--- src/rtl/mosaic_pkg.sv ---
// Shared types and default widths for the mosaic coordinate generator.
// Optional build macro used by the design: MOSAIC_SHADOW_EN.
package mosaic_pkg;

    localparam int DEF_NUM_CH  = 2;
    localparam int DEF_COORD_W = 10;
    localparam int DEF_SCALE_W = 4;

    typedef logic [DEF_COORD_W-1:0] coord_t;
    typedef logic [DEF_SCALE_W-1:0] scale_t;

    typedef enum logic {
        IDLE   = 1'b0,
        ACTIVE = 1'b1
    } mosaic_state_t;

endpackage

--- src/rtl/mosaic_coord_gen_if.sv ---
// Scan-in / coordinate-out bundle of the mosaic coordinate generator.
// Handshake: no backpressure. A pixel is presented when pix_valid=1 and is
// consumed in that same cycle; frame_start/line_start/row/col are only
// meaningful while pix_valid=1. out_valid=1 marks x/y as the result of the
// pixel accepted one cycle earlier; x/y hold their value while out_valid=0.
interface mosaic_coord_gen_if
    import mosaic_pkg::*;
#(
    parameter int NUM_CH  = DEF_NUM_CH,
    parameter int COORD_W = DEF_COORD_W
);
    logic                      frame_start;
    logic                      line_start;
    logic                      pix_valid;
    logic [COORD_W-1:0]        row;
    logic [COORD_W-1:0]        col;
    logic                      out_valid;
    logic [NUM_CH*COORD_W-1:0] x;
    logic [NUM_CH*COORD_W-1:0] y;

    modport master (
        output frame_start, line_start, pix_valid, row, col,
        input  out_valid, x, y
    );

    modport slave (
        input  frame_start, line_start, pix_valid, row, col,
        output out_valid, x, y
    );
endinterface

--- src/rtl/mosaic_axis_counter.sv ---
// One axis of one mosaic channel: tracks the phase inside the current block
// and holds the block's first coordinate (the snapped value).
module mosaic_axis_counter
    import mosaic_pkg::*;
#(
    parameter int COORD_W = DEF_COORD_W,
    parameter int SCALE_W = DEF_SCALE_W
) (
    input  logic               clock,
    input  logic               reset_N,
    input  logic               advance,
    input  logic               restart,
    input  logic [SCALE_W-1:0] size,
    input  logic [COORD_W-1:0] coord,
    output logic [COORD_W-1:0] base,
    output logic [SCALE_W-1:0] cnt
);

    // Open a new block on restart or once the phase reaches the size; the >=
    // keeps a freshly shrunk size from letting the counter run past it.
    always_ff @(posedge clock or negedge reset_N) begin
        if (!reset_N) begin
            base <= '0;
            cnt  <= '0;
        end else if (advance) begin
            if (restart || (cnt >= size)) begin
                base <= coord;
                cnt  <= '0;
            end else begin
                cnt  <= cnt + 1'b1;
            end
        end
    end

endmodule

--- src/rtl/mosaic_coord_gen.sv ---
// Multi-channel mosaic coordinate generator: snaps the scan position to the
// top-left of its mosaic block per channel, one cycle after the pixel.
// Build macro MOSAIC_SHADOW_EN: sizes are sampled at line/frame start instead
// of being used live.
module mosaic_coord_gen
    import mosaic_pkg::*;
#(
    parameter int NUM_CH  = DEF_NUM_CH,
    parameter int COORD_W = DEF_COORD_W,
    parameter int SCALE_W = DEF_SCALE_W
) (
    input  logic                      clock,
    input  logic                      reset_N,
    mosaic_coord_gen_if.slave         bus,
    input  logic [NUM_CH-1:0]         mosaic,
    input  logic [NUM_CH*SCALE_W-1:0] hscale,
    input  logic [NUM_CH*SCALE_W-1:0] vscale,
    output mosaic_state_t             state,
    output logic [NUM_CH*SCALE_W-1:0] hphase,
    output logic [NUM_CH*SCALE_W-1:0] vphase
);

    mosaic_state_t state_q, state_d;
    logic          accept;
    logic          line_eff;
    logic          out_valid_q;

    logic [COORD_W-1:0] xbase [NUM_CH];
    logic [COORD_W-1:0] ybase [NUM_CH];
    logic [SCALE_W-1:0] hcnt  [NUM_CH];
    logic [SCALE_W-1:0] vcnt  [NUM_CH];

    // State register.
    always_ff @(posedge clock or negedge reset_N) begin
        if (!reset_N) state_q <= IDLE;
        else          state_q <= state_d;
    end

    // Next state: a valid frame_start pixel starts tracking; stay active after.
    always_comb begin
        state_d = state_q;
        if (state_q == IDLE && bus.pix_valid && bus.frame_start) state_d = ACTIVE;
    end

    // FSM outputs: which pixels are accepted, and frame start doubling as line start.
    always_comb begin
        accept   = bus.pix_valid && ((state_q == ACTIVE) || bus.frame_start);
        line_eff = bus.line_start || bus.frame_start;
    end

    // Output valid is the accepted flag delayed by one cycle.
    always_ff @(posedge clock or negedge reset_N) begin
        if (!reset_N) out_valid_q <= 1'b0;
        else          out_valid_q <= accept;
    end

    for (genvar ch = 0; ch < NUM_CH; ch++) begin : g_ch
        logic [SCALE_W-1:0] hs_live, vs_live, hs_use, vs_use;

        assign hs_live = mosaic[ch] ? hscale[ch*SCALE_W +: SCALE_W] : '0;
        assign vs_live = mosaic[ch] ? vscale[ch*SCALE_W +: SCALE_W] : '0;

`ifdef MOSAIC_SHADOW_EN
        logic [SCALE_W-1:0] hs_shadow, vs_shadow;

        // Capture sizes at line/frame start so mid-line writes wait for the next one.
        always_ff @(posedge clock or negedge reset_N) begin
            if (!reset_N) begin
                hs_shadow <= '0;
                vs_shadow <= '0;
            end else begin
                if (accept && line_eff)        hs_shadow <= hs_live;
                if (accept && bus.frame_start) vs_shadow <= vs_live;
            end
        end

        assign hs_use = (accept && line_eff)        ? hs_live : hs_shadow;
        assign vs_use = (accept && bus.frame_start) ? vs_live : vs_shadow;
`else
        assign hs_use = hs_live;
        assign vs_use = vs_live;
`endif

        mosaic_axis_counter #(.COORD_W(COORD_W), .SCALE_W(SCALE_W)) u_h (
            .clock   (clock),
            .reset_N (reset_N),
            .advance (accept),
            .restart (line_eff),
            .size    (hs_use),
            .coord   (bus.col),
            .base    (xbase[ch]),
            .cnt     (hcnt[ch])
        );

        mosaic_axis_counter #(.COORD_W(COORD_W), .SCALE_W(SCALE_W)) u_v (
            .clock   (clock),
            .reset_N (reset_N),
            .advance (accept && line_eff),
            .restart (bus.frame_start),
            .size    (vs_use),
            .coord   (bus.row),
            .base    (ybase[ch]),
            .cnt     (vcnt[ch])
        );
    end

    // Pack per-channel bases and phases onto the flat output buses.
    always_comb begin
        bus.x  = '0;
        bus.y  = '0;
        hphase = '0;
        vphase = '0;
        for (int ch = 0; ch < NUM_CH; ch++) begin
            bus.x[ch*COORD_W +: COORD_W]  = xbase[ch];
            bus.y[ch*COORD_W +: COORD_W]  = ybase[ch];
            hphase[ch*SCALE_W +: SCALE_W] = hcnt[ch];
            vphase[ch*SCALE_W +: SCALE_W] = vcnt[ch];
        end
    end

    assign bus.out_valid = out_valid_q;
    assign state         = state_q;

endmodule
--- src/flat_wrapper.sv ---
// flat-port wrapper written by rule: the top's interface ports become plain ports
module mosaic_coord_gen_flat import mosaic_pkg::*;
#(
    parameter int NUM_CH  = DEF_NUM_CH,
    parameter int COORD_W = DEF_COORD_W,
    parameter int SCALE_W = DEF_SCALE_W
)
  (clock, reset_N, mosaic, hscale, vscale, state, hphase, vphase, bus_frame_start, bus_line_start, bus_pix_valid, bus_row, bus_col, bus_out_valid, bus_x, bus_y);
  mosaic_coord_gen_if #(.NUM_CH(NUM_CH), .COORD_W(COORD_W)) bus_i ();
  input  logic clock;
  input  logic reset_N;
  input  logic [NUM_CH-1:0] mosaic;
  input  logic [NUM_CH*SCALE_W-1:0] hscale;
  input  logic [NUM_CH*SCALE_W-1:0] vscale;
  output mosaic_state_t state;
  output logic [NUM_CH*SCALE_W-1:0] hphase;
  output logic [NUM_CH*SCALE_W-1:0] vphase;
  input wire logic [$bits(bus_i.frame_start)-1:0] bus_frame_start;
  input wire logic [$bits(bus_i.line_start)-1:0] bus_line_start;
  input wire logic [$bits(bus_i.pix_valid)-1:0] bus_pix_valid;
  input wire logic [$bits(bus_i.row)-1:0] bus_row;
  input wire logic [$bits(bus_i.col)-1:0] bus_col;
  output wire logic [$bits(bus_i.out_valid)-1:0] bus_out_valid;
  output wire logic [$bits(bus_i.x)-1:0] bus_x;
  output wire logic [$bits(bus_i.y)-1:0] bus_y;
  assign bus_i.frame_start = bus_frame_start;
  assign bus_i.line_start = bus_line_start;
  assign bus_i.pix_valid = bus_pix_valid;
  assign bus_i.row = bus_row;
  assign bus_i.col = bus_col;
  assign bus_out_valid = bus_i.out_valid;
  assign bus_x = bus_i.x;
  assign bus_y = bus_i.y;
  mosaic_coord_gen #(.NUM_CH(NUM_CH), .COORD_W(COORD_W), .SCALE_W(SCALE_W)) u_core (.clock(clock), .reset_N(reset_N), .bus(bus_i), .mosaic(mosaic), .hscale(hscale), .vscale(vscale), .state(state), .hphase(hphase), .vphase(vphase));
endmodule
--- config.mk ---
export PLATFORM = sky130hd
export DESIGN_NAME = mosaic_coord_gen_flat
export DESIGN_NICKNAME = d
export VERILOG_FILES = /design/src/rtl/mosaic_pkg.sv /design/src/rtl/mosaic_coord_gen_if.sv /design/src/rtl/mosaic_axis_counter.sv /design/src/rtl/mosaic_coord_gen.sv /design/src/flat_wrapper.sv
export SDC_FILE = /design/constraint.sdc
export NUM_CORES = 1
export LEC_CHECK = 0
export CORE_MARGIN = 3
export CORE_UTILIZATION = 40
export DETAILED_ROUTE_END_ITERATION = 8
export GPL_TIMING_DRIVEN = 0
export PLACE_DENSITY_LB_ADDON = 0.05
export SLEW_MARGIN = 40
export SYNTH_ARGS = -nofsm -noshare
export SYNTH_HDL_FRONTEND = slang
export SYNTH_SLANG_ARGS = --single-unit
--- constraint.sdc ---
create_clock -name clock -period 1.8 [get_ports clock]
set_input_delay 0.36 -clock clock [delete_from_list [all_inputs] [get_ports clock]]
set_output_delay 0.36 -clock clock [all_outputs]
set_load 0.02 [all_outputs]
==> impl_metrics.toml <==
[outcome]
status = "finished with violations"
violations = "negative setup slack"

[sta]
layout_setup_ws_ps = -116
maxSlewHeadroom_pct = 68.0
finalSetupTns_ps = -456
finalSetupViolCount = 22
finalHoldViolations = 0
fin_skew_ps = 6.89
fmax_mhz = 522
grt_setup_unrepaired = "yes"
maxSlewViolCount = 0
period_needed_ps = 1920
worst_hold_slack_ps = 460
min_period_over_period_pct = 106
tightest_slew_ps = 480

[layout]
multi_input_area_um2 = 1640
final-seq-area_um2 = 1460
insertedDiodeCount = 0
num-fill-cells = 477
drive_gt1_share_pct = 36.2
syn2layout_area_growth_pct = 69.5
final_cell_mix = "clkdlybuf4s50_1, dfrtp_1, nand2_1, mux2_4, mux2_2"
stdcell_count = 436
fin_nets = 417
mostFrequentLayoutCell = "clkdlybuf4s50_1"

[setup_path]
r2r_cells = 6
path_delay_family = "simple AND/OR/NAND/NOR gates"
worstReg2RegStart = "u_core.g_ch[1].u_h.cnt[3]"
r2r_slack_ps = -90
start_kind = "input port"
cp-end-kind = "flop"
critPathMaxFanout = 4
crit_arrival_ps = 2160
path_depth = 8
worstSetupStartpoint = "hscale[4]"
r2r-end = "u_core.g_ch[1].u_h.cnt[0]"
slowest_stage = "clkdlybuf4s50_1"
crit_chain = "clkdlybuf4s50_1 > and2_1 > ha_4 > nor3b_4 > o21ai_4 > buf_6 > or3_1 > o21ai_1"
critical_path.endpoint = "u_core.g_ch[1].u_h.cnt[0]"
slowest_delay_ps = 460
crit_required_ps = 2050
critical_path_class = "in -> reg"
crit_buf_inv = 2

[synth]
yosysWarnings = 0
syn_area_per_cell_um2 = 12.5
synth_top_cell_by_area = "dfrtp_1"
yosysUniqueCellTypes = 31
synth-seq-cells = 58
yosysTopAreaCellShare_pct = 53.0
synth.top_cells.by_area = "dfrtp_1, mux2_2, ha_1"
syn-cell-area_um2 = 2740
syn_nets = 282
yosysSeqAreaShare_pct = 53.0
syn_inst = 219

[floorplan]
initial_utilization_pct = 42.1
die_w_um = 88.7
fp.dieH_um = 88.7
num_io_pins = 101
dieArea_um2 = 7870
row_count = 29
core_area_um2 = 6490

[routing]
viasPerCell = 5.11
routedWlPerCell_um = 16.0
final_antenna_net_count = 0
dr_total_vias = 2230
firstDrtPassIters = 4
routed_wl_um = 6980
drc_errors = 0
drt_iter0_markers = 98

[global_routing]
grt_pass1_wl_um = 10600
track_usage_pct = 17.8
grt-ovfl-total = 0
grt_max_degree = 38
grt_pass1_vias = 2143
antenna_found_initial = 0

[job]
maxCapViolCount = 0

[clocking]
clock_latency_ps = 330
cts_tree = "done"
clkTransAtPathRegs_ps = 70
h-tree-depth = 3
clock_sinks = 58
cts_root_buf = "clkbuf_8"
cts_made_buffers = 9
clock_tree.buffer_depth = 2

[place]
gp_congestion = 0.807
dp_cells = 397
io_buffers = 100
dpl.hpwl_um = 4460

[power_and_ir_drop]
p_per_area_nw_per_um2 = 1080
peakVddDrop_mv = 0.793
p_leak_uw = 0.00204

[worst_hold_path]
min_path_type = "in -> async"
## per-stage QoR
step                      utilization [%]  power [uW]  instance area, um^2  setup slack [ps]
after floorplan                         -        2540                 2790              2.69
after global placement               59.8        3310                 3880             -1810
after detailed placement             60.1        3330                 3900              -785
after CTS                            68.3        4900                 4430             -30.3
after global routing                 71.4        5270                 4640              -161
final                                71.4        5010                 4640              -116
## sequential cells by signal, summed over array words and instances (netlist names)
signal and flops:
u_core.bus.out_valid 1, u_core.g_ch.u_v.cnt 8, u_core.g_ch.u_v.base 20, u_core.state 1, u_core.g_ch.u_h.base 20, u_core.g_ch.u_h.cnt 8
## per-layer routing
metal | GRT usage, % | share of wire [%]
met1 | 24.5 | 45
met2 | 25.6 | 46
met3 | 6.42 | 7.1
met4 | 6.59 | 1.2
met5 | 0 | 0
## worst reg2reg max path: stages, from the launching register on
cell and delay (ps):
dfrtp_2 440, ha_4 240, a2111oi_4 350, o21ai_4 170, buf_6 160, or3_1 370, o21ai_1 100
## final cells by class
cell class	count	share of cell area (%)
sequential	58	31.6
inverter	6	0.512
buffer	2	0.324
timing repair buffer	120	25.3
clock inverter	4	1.59
clock buffer	12	3.34
multi-input combinational	157	35.3
tap	77	2.08
## cell families (layout without fill, tap and decap cells)
logic type                 Yosys count  in the layout  share of synthesized area, %
DFF                                 58             58                          53.0
and+or+nand+nor                     56             60                          10.9
muxes                               41             41                          16.9
AOI/OAI and AO/OA                   36             36                          8.73
adders and majority gates           20             20                          9.14
buffers and inverters                8            144                          1.37
## worst min path at each step
stage                          startpoint                    endpoint  slack, ps  cells past startpoint
4_1_cts                           reset_N  u_core.g_ch[1].u_h.base[4]        450                      2
5_1_grt                           reset_N  u_core.g_ch[1].u_v.base[3]        470                      2
3_3_place_gp   u_core.g_ch[1].u_h.base[6]  u_core.g_ch[1].u_h.base[6]        490                      1
3_5_place_dp                      reset_N  u_core.g_ch[1].u_v.base[3]        270                      1
2_1_floorplan                     reset_N        u_core.bus.out_valid         60                      0
6_report                          reset_N  u_core.g_ch[1].u_v.base[3]        460                      2
## power breakdown
| group | switching, uW | internal [uW] | total, uW |
|---|---|---|---|
| Sequential | 175 | 1570 | 1750 |
| Combinational | 867 | 1020 | 1880 |
| Clock | 522 | 856 | 1380 |
| Total | 1560 | 3450 | 5010 |
## synth_stat cells
master and instances:
a2111oi_0 1, a2111oi_2 1, a211oi_1 1, a211oi_2 1, a21o_1 5, a21oi_1 2, a22o_1 1, and2_1 5
buf_6 1, clkbuf_1 1, clkinv_1 1, dfrtp_1 58, ha_1 20, inv_1 5, mux2_2 41, nand2_1 26
nand2_2 3, nand2_4 2, nand3_1 4, nor2_1 1, nor2b_1 1, nor3_1 2, nor3b_1 4, nor4_1 1
nor4b_1 2, o211ai_1 6, o21ai_0 13, o21ai_1 4, o21ai_2 1, or3_1 3, or4_1 2
## what timing repair did
action | 4_1_cts | 5_1_grt
endpoints found under the setup margin | 53 | 49
endpoints found under the hold margin | 21 | 0
gates cloned | 4 | 0
resized for setup | 71 | 20
pin swaps | 31 | 18
buffers inserted | 4 | 14
hold buffers | 1 | 0
Power figures use the tool's default switching activity.
==> edit 1 (same flow settings) <==
The option `MOSAIC_SHADOW_EN` is turned on by a define.
--- a/src/rtl/mosaic_coord_gen.sv
+++ b/src/rtl/mosaic_coord_gen.sv
@@ -4,2 +4,4 @@
 // of being used live.
+`define MOSAIC_SHADOW_EN
+
 module mosaic_coord_gen
Function: changed (a bounded check fails within 4 cycles, from zero or initial values and one cycle with reset_N low).
==> edit 1 against the unedited design <==
  * The flow still finishes with violations (negative setup slack)
  * Power increased by 6.4%
  * Non-clock buffer count rose by 30
  * Sequential cell count increased by 16
  * Largest cell class unchanged
  * Largest power group is now sequential cells
  * Wire length is 30% higher
  * Critical path type is now flop to flop
  * Worst setup slack worse by 0.57 ns
  * Final area grew 22%
  * Synthesized area up 23%
==> edit 1: results (changes against the unedited design) <==
detailed_route_iter0_violations: 68  # -31%
crit_path_max_incr_delay_ns: 0.43  # -0.03 ns
total_leakage_power_nw: 2.680  # +31%
final_net_count: 506  # +21%
globalplace.congestion: 0.7282  # -9.8%
synth.yosys.seq_area_share: 0.5481  # +0.01798
finalClockSkew_ns: 0.008306  # +0.001414 ns
synth.area.top_cells: "sky130_fd_sc_hd__dfrtp_1 55%, sky130_fd_sc_hd__mux2_2 13%, sky130_fd_sc_hd__ha_1 7.4%, sky130_fd_sc_hd__nand2_1 5.3%, sky130_fd_sc_hd__o21ai_0 3.6%"
number_of_global_route_vias_before_repair: 2849  # +33%
setup_viol: 51  # +130%
finalWorstSetupSlack_ns: -0.6832  # -0.5672 ns
largest_net_degree_at_the_start_of_global_routing: 45  # +18%
crit_fanout: 5  # +1
synth_commonest_cells: "74 x sky130_fd_sc_hd__dfrtp_1, 48 x sky130_fd_sc_hd__nand2_1, 39 x sky130_fd_sc_hd__mux2_2, 24 x sky130_fd_sc_hd__o21ai_0, 20 x sky130_fd_sc_hd__ha_1"
path_delay_family: "compound AO/OA/AOI/OAI gates"
detail_route.vias_per_cell: 5.078  # -0.71%
grt_first_pass_wirelength_um: 14580  # +37%
port_buffers: 98  # -2.0%
violations: "negative setup slack"
peakVddDrop_uv: 506.6  # -36%
place.detailed.hpwl_um: 5745  # +29%
setup_tns_ns: -19.00  # -18.55 ns
status: "complete, but fails checks"
synth.net_count: 348  # +23%
worst_path_max_delay_cell: "sky130_fd_sc_hd__dfrtp_2"
worstMarginPinSlew_ns: 0.4583  # -0.02199 ns
edit 1: cells by family (layout without fill, tap and decap cells):
logic type | Yosys count | after routing | synth area share
DFF | 74 | 74 | 0.5481
AOI/OAI and AO/OA | 56 | 56 | 0.1081
buffers and inverters | 19 | 178 | 0.02444
muxes | 40 | 40 | 0.1333
and+or+nand+nor | 76 | 79 | 0.1119
adders and majority gates | 20 | 20 | 0.07407
edit 1: worst paths after layout:
| kind | slack [ns] | cells past startpoint | from | to |
|---|---|---|---|---|
| setup / recovery | -0.68 | 12 | u_core.state | u_core.g_ch[1].u_h.base[6] |
| hold / removal | 0.31 | 3 | mosaic[0] | u_core.g_ch[0].hs_shadow[1] |
| setup reg to reg | -0.68 | 12 | u_core.state | u_core.g_ch[1].u_h.base[6] |
| hold reg to reg | 0.47 | 2 | u_core.g_ch[1].hs_shadow[0] | u_core.g_ch[1].hs_shadow[0] |
| max in group asynchronous | 0.82 | 3 | reset_N | u_core.g_ch[0].u_h.base[2] |
| min in group asynchronous | 0.45 | 2 | reset_N | u_core.g_ch[1].vs_shadow[1] |
edit 1: timing repair:
item | 4_1_cts | 5_1_grt
hold buffers | 1 | 0
gates cloned | 6 | 0
hold endpoints to repair | 30 | 0
setup endpoints to repair | 60 | 64
pin swaps | 45 | 26
setup buffers | 27 | 15
gates resized for setup | 82 | 45
edit 1: layer usage:
layer / part of all wire / global-route usage / vias up / wire [um]
met5: 0 / 0 / - / 0
met4: 0.012 / 0.04899 / 0 / 112
met3: 0.056 / 0.06429 / 13 / 507
met2: 0.50 / 0.3094 / 78 / 4503
met1: 0.44 / 0.2474 / 1368 / 3963
li1: - / - / 1329 / -
edit 1: final cells by class:
class / instances / share of cell area
Buffer: 8 / 0.01392
Clock buffer: 11 / 0.02674
Clock inverter: 4 / 0.004862
Inverter: 11 / 0.007293
Multi-Input combinational cell: 195 / 0.3434
Sequential cell: 74 / 0.3273
Tap cell: 102 / 0.02254
Timing Repair Buffer: 144 / 0.2539
edit 1: metrics by stage:
step,total power [mW],cell area (um^2),cells,setup WS (ns),hold slack [ns]
final,5.328,5662,549,-0.6832,0.3091
after global routing,5.605,5662,549,-0.7622,0.2994
after CTS,5.238,5345,535,-0.6754,0.3018
after detailed placement,3.835,4716,486,-1.748,0.2642
after global placement,3.792,4687,485,-2.620,0.4567
after floorplan,3.043,3578,285,-0.6924,0.06441
edit 1: report_power, final:
group | internal (mW) | total (mW) | switching (mW)
registers | 1.94 | 2.12 | 0.181
clock network | 0.565 | 1.20 | 0.631
logic | 1.10 | 2.01 | 0.913
total | 3.60 | 5.33 | 1.72
==> edit 2 (same flow settings) <==
Made on the original files. Put a register stage on the output `hphase`, with the module's reset. The value now appears one clock later. The other outputs are not delayed to match.
--- a/src/rtl/mosaic_coord_gen.sv
+++ b/src/rtl/mosaic_coord_gen.sv
@@ -21,2 +21,4 @@
 );
+
+    logic [NUM_CH*SCALE_W-1:0] hphase_d;
 
@@ -110,3 +112,3 @@
         bus.y  = '0;
-        hphase = '0;
+        hphase_d = '0;
         vphase = '0;
@@ -115,3 +117,3 @@
             bus.y[ch*COORD_W +: COORD_W]  = ybase[ch];
-            hphase[ch*SCALE_W +: SCALE_W] = hcnt[ch];
+            hphase_d[ch*SCALE_W +: SCALE_W] = hcnt[ch];
             vphase[ch*SCALE_W +: SCALE_W] = vcnt[ch];
@@ -123,2 +125,10 @@
 
+    always_ff @(posedge clock or negedge reset_N) begin
+        if (!reset_N) begin
+            hphase <= '0;
+        end else begin
+            hphase <= hphase_d;
+        end
+    end
+
 endmodule
Check against the original RTL: not equivalent (a bounded check fails within 4 cycles, from zero or initial values and one cycle with reset_N low).
==> edit 2 against the unedited design <==
  * Synthesized area increased by 8.3%
  * Final area rose by 6.4%
  * Count of clock-buffer cells in the layout decreased by 3
  * Clock skew increased by 0.0051 ns
  * Sequential power rose by 11%
  * Register-to-register slack improved by 0.09 ns
  * Power is 2.8% higher
  * Die area up 7.7%
  * Critical path type is now flop to flop
  * Worst setup slack better by 0.12 ns
  * Sequential cell count up 8
  * Non-clock buffer count increased by 2
  * Wire length is 11% higher
  * Sequential share of layout area up 2.1 points
==> edit 2: results (changes against the unedited design) <==
synth_commonest_cells: "66 x sky130_fd_sc_hd__dfrtp_1, 30 x sky130_fd_sc_hd__mux2_1, 26 x sky130_fd_sc_hd__nand2_1, 20 x sky130_fd_sc_hd__ha_1, 13 x sky130_fd_sc_hd__o21ai_0"
path_delay_family: "compound AO/OA/AOI/OAI gates"
ctsResizeCount: 75  # +5.6%
drive_gt1_frac: 0.3587  # -0.003421
detailed_route_iter0_violations: 60  # -39%
inverters_excl_clock: 5  # -1
number_of_global_route_vias_before_repair: 2342  # +9.3%
peakVddDrop_uv: 358.0  # -55%
synth.net_count: 289  # +2.5%
worstMarginPinSlew_ns: 0.6325  # +0.1522 ns
globalRouteMet1Util: 0.2476  # +0.002542
utilization: 0.7070  # -0.007324
total_leakage_power_nw: 2.225  # +9.0%
critical_path_arrival_ns: 2.02  # -0.14 ns
grt_first_pass_wirelength_um: 11920  # +12%
clock_power_share: 0.247  # -0.028
hp-class: "input port to flop"
detailedPlace.worstSlack_ns: -0.8912  # -0.1062 ns
place.detailed.hpwl_um: 4905  # +10%
place.detailed.instances: 422  # +6.3%
final_cells: 464  # +6.4%
seq_cell_count: 66  # +14%
crit_path_max_incr_delay_ns: 0.43  # -0.03 ns
status: "finished, final reports clean"
synthDistinctLibCells: 31  # unchanged
crit_fanout: 5  # +1
postCtsSetupRepairBufs: 7  # +3
globalRouteTotalUtil: 0.1801  # +0.002562
synth.yosys.seq_area_share: 0.5572  # +0.02703
grt.met2_usage: 0.2719  # +0.01549
route.final.wire_length_um: 7733  # +11%
globalplace.congestion: 0.7574  # -6.1%
post_synth.cell_area_avg_um2: 13.12  # +4.9%
net_switching_power_mw: 1.694  # +8.3%
area_of_combinational_cells_with_multiple_inputs_um2: 1727  # +5.5%
clock_cell_share: 0.04081  # -0.008542
finalClockSkew_ns: 0.01202  # +0.005131 ns
final_net_count: 426  # +2.2%
synth.area.top_cells: "sky130_fd_sc_hd__dfrtp_1 56%, sky130_fd_sc_hd__mux2_1 11%, sky130_fd_sc_hd__ha_1 8.4%, sky130_fd_sc_hd__mux2_2 4.2%, sky130_fd_sc_hd__nand2_1 3.3%"
async_reset_ff_frac: 1.000  # unchanged
share_seq_of_total_power: 0.377  # +0.028
largest_net_degree_at_the_start_of_global_routing: 44  # +16%
cellInternalPower_mw: 3.454  # +0.26%
==> edit 2: path summary, 6_finish.rpt <==
check,slack [ns],end,cells past startpoint,from
setup reg to reg,0.003,u_core.g_ch[0].u_h.base[2],5,u_core.g_ch[0].u_h.cnt[3]
hold reg to reg,0.44,u_core.hphase[6],0,u_core.g_ch[1].u_h.cnt[2]
max in group asynchronous,0.86,u_core.g_ch[0].u_h.cnt[2],3,reset_N
hold / removal,0.35,u_core.state,2,bus_frame_start
setup / recovery,0.003,u_core.g_ch[0].u_h.base[2],5,u_core.g_ch[0].u_h.cnt[3]
min in group asynchronous,0.43,u_core.g_ch[1].u_v.base[3],2,reset_N
==> edit 2: kinds of logic after synthesis <==
group | synth area share
buf+inv | 0.01013
fa+ha+maj | 0.08442
compound gates | 0.09329
mux | 0.1558
flops | 0.5572
simple gates | 0.09920
==> edit 2: layer usage <==
metal / vias to the layer above / part of all wire
met5: - / 0
met4: 0 / 0.0063
met3: 6 / 0.056
met2: 78 / 0.47
met1: 1178 / 0.47
li1: 1103 / -
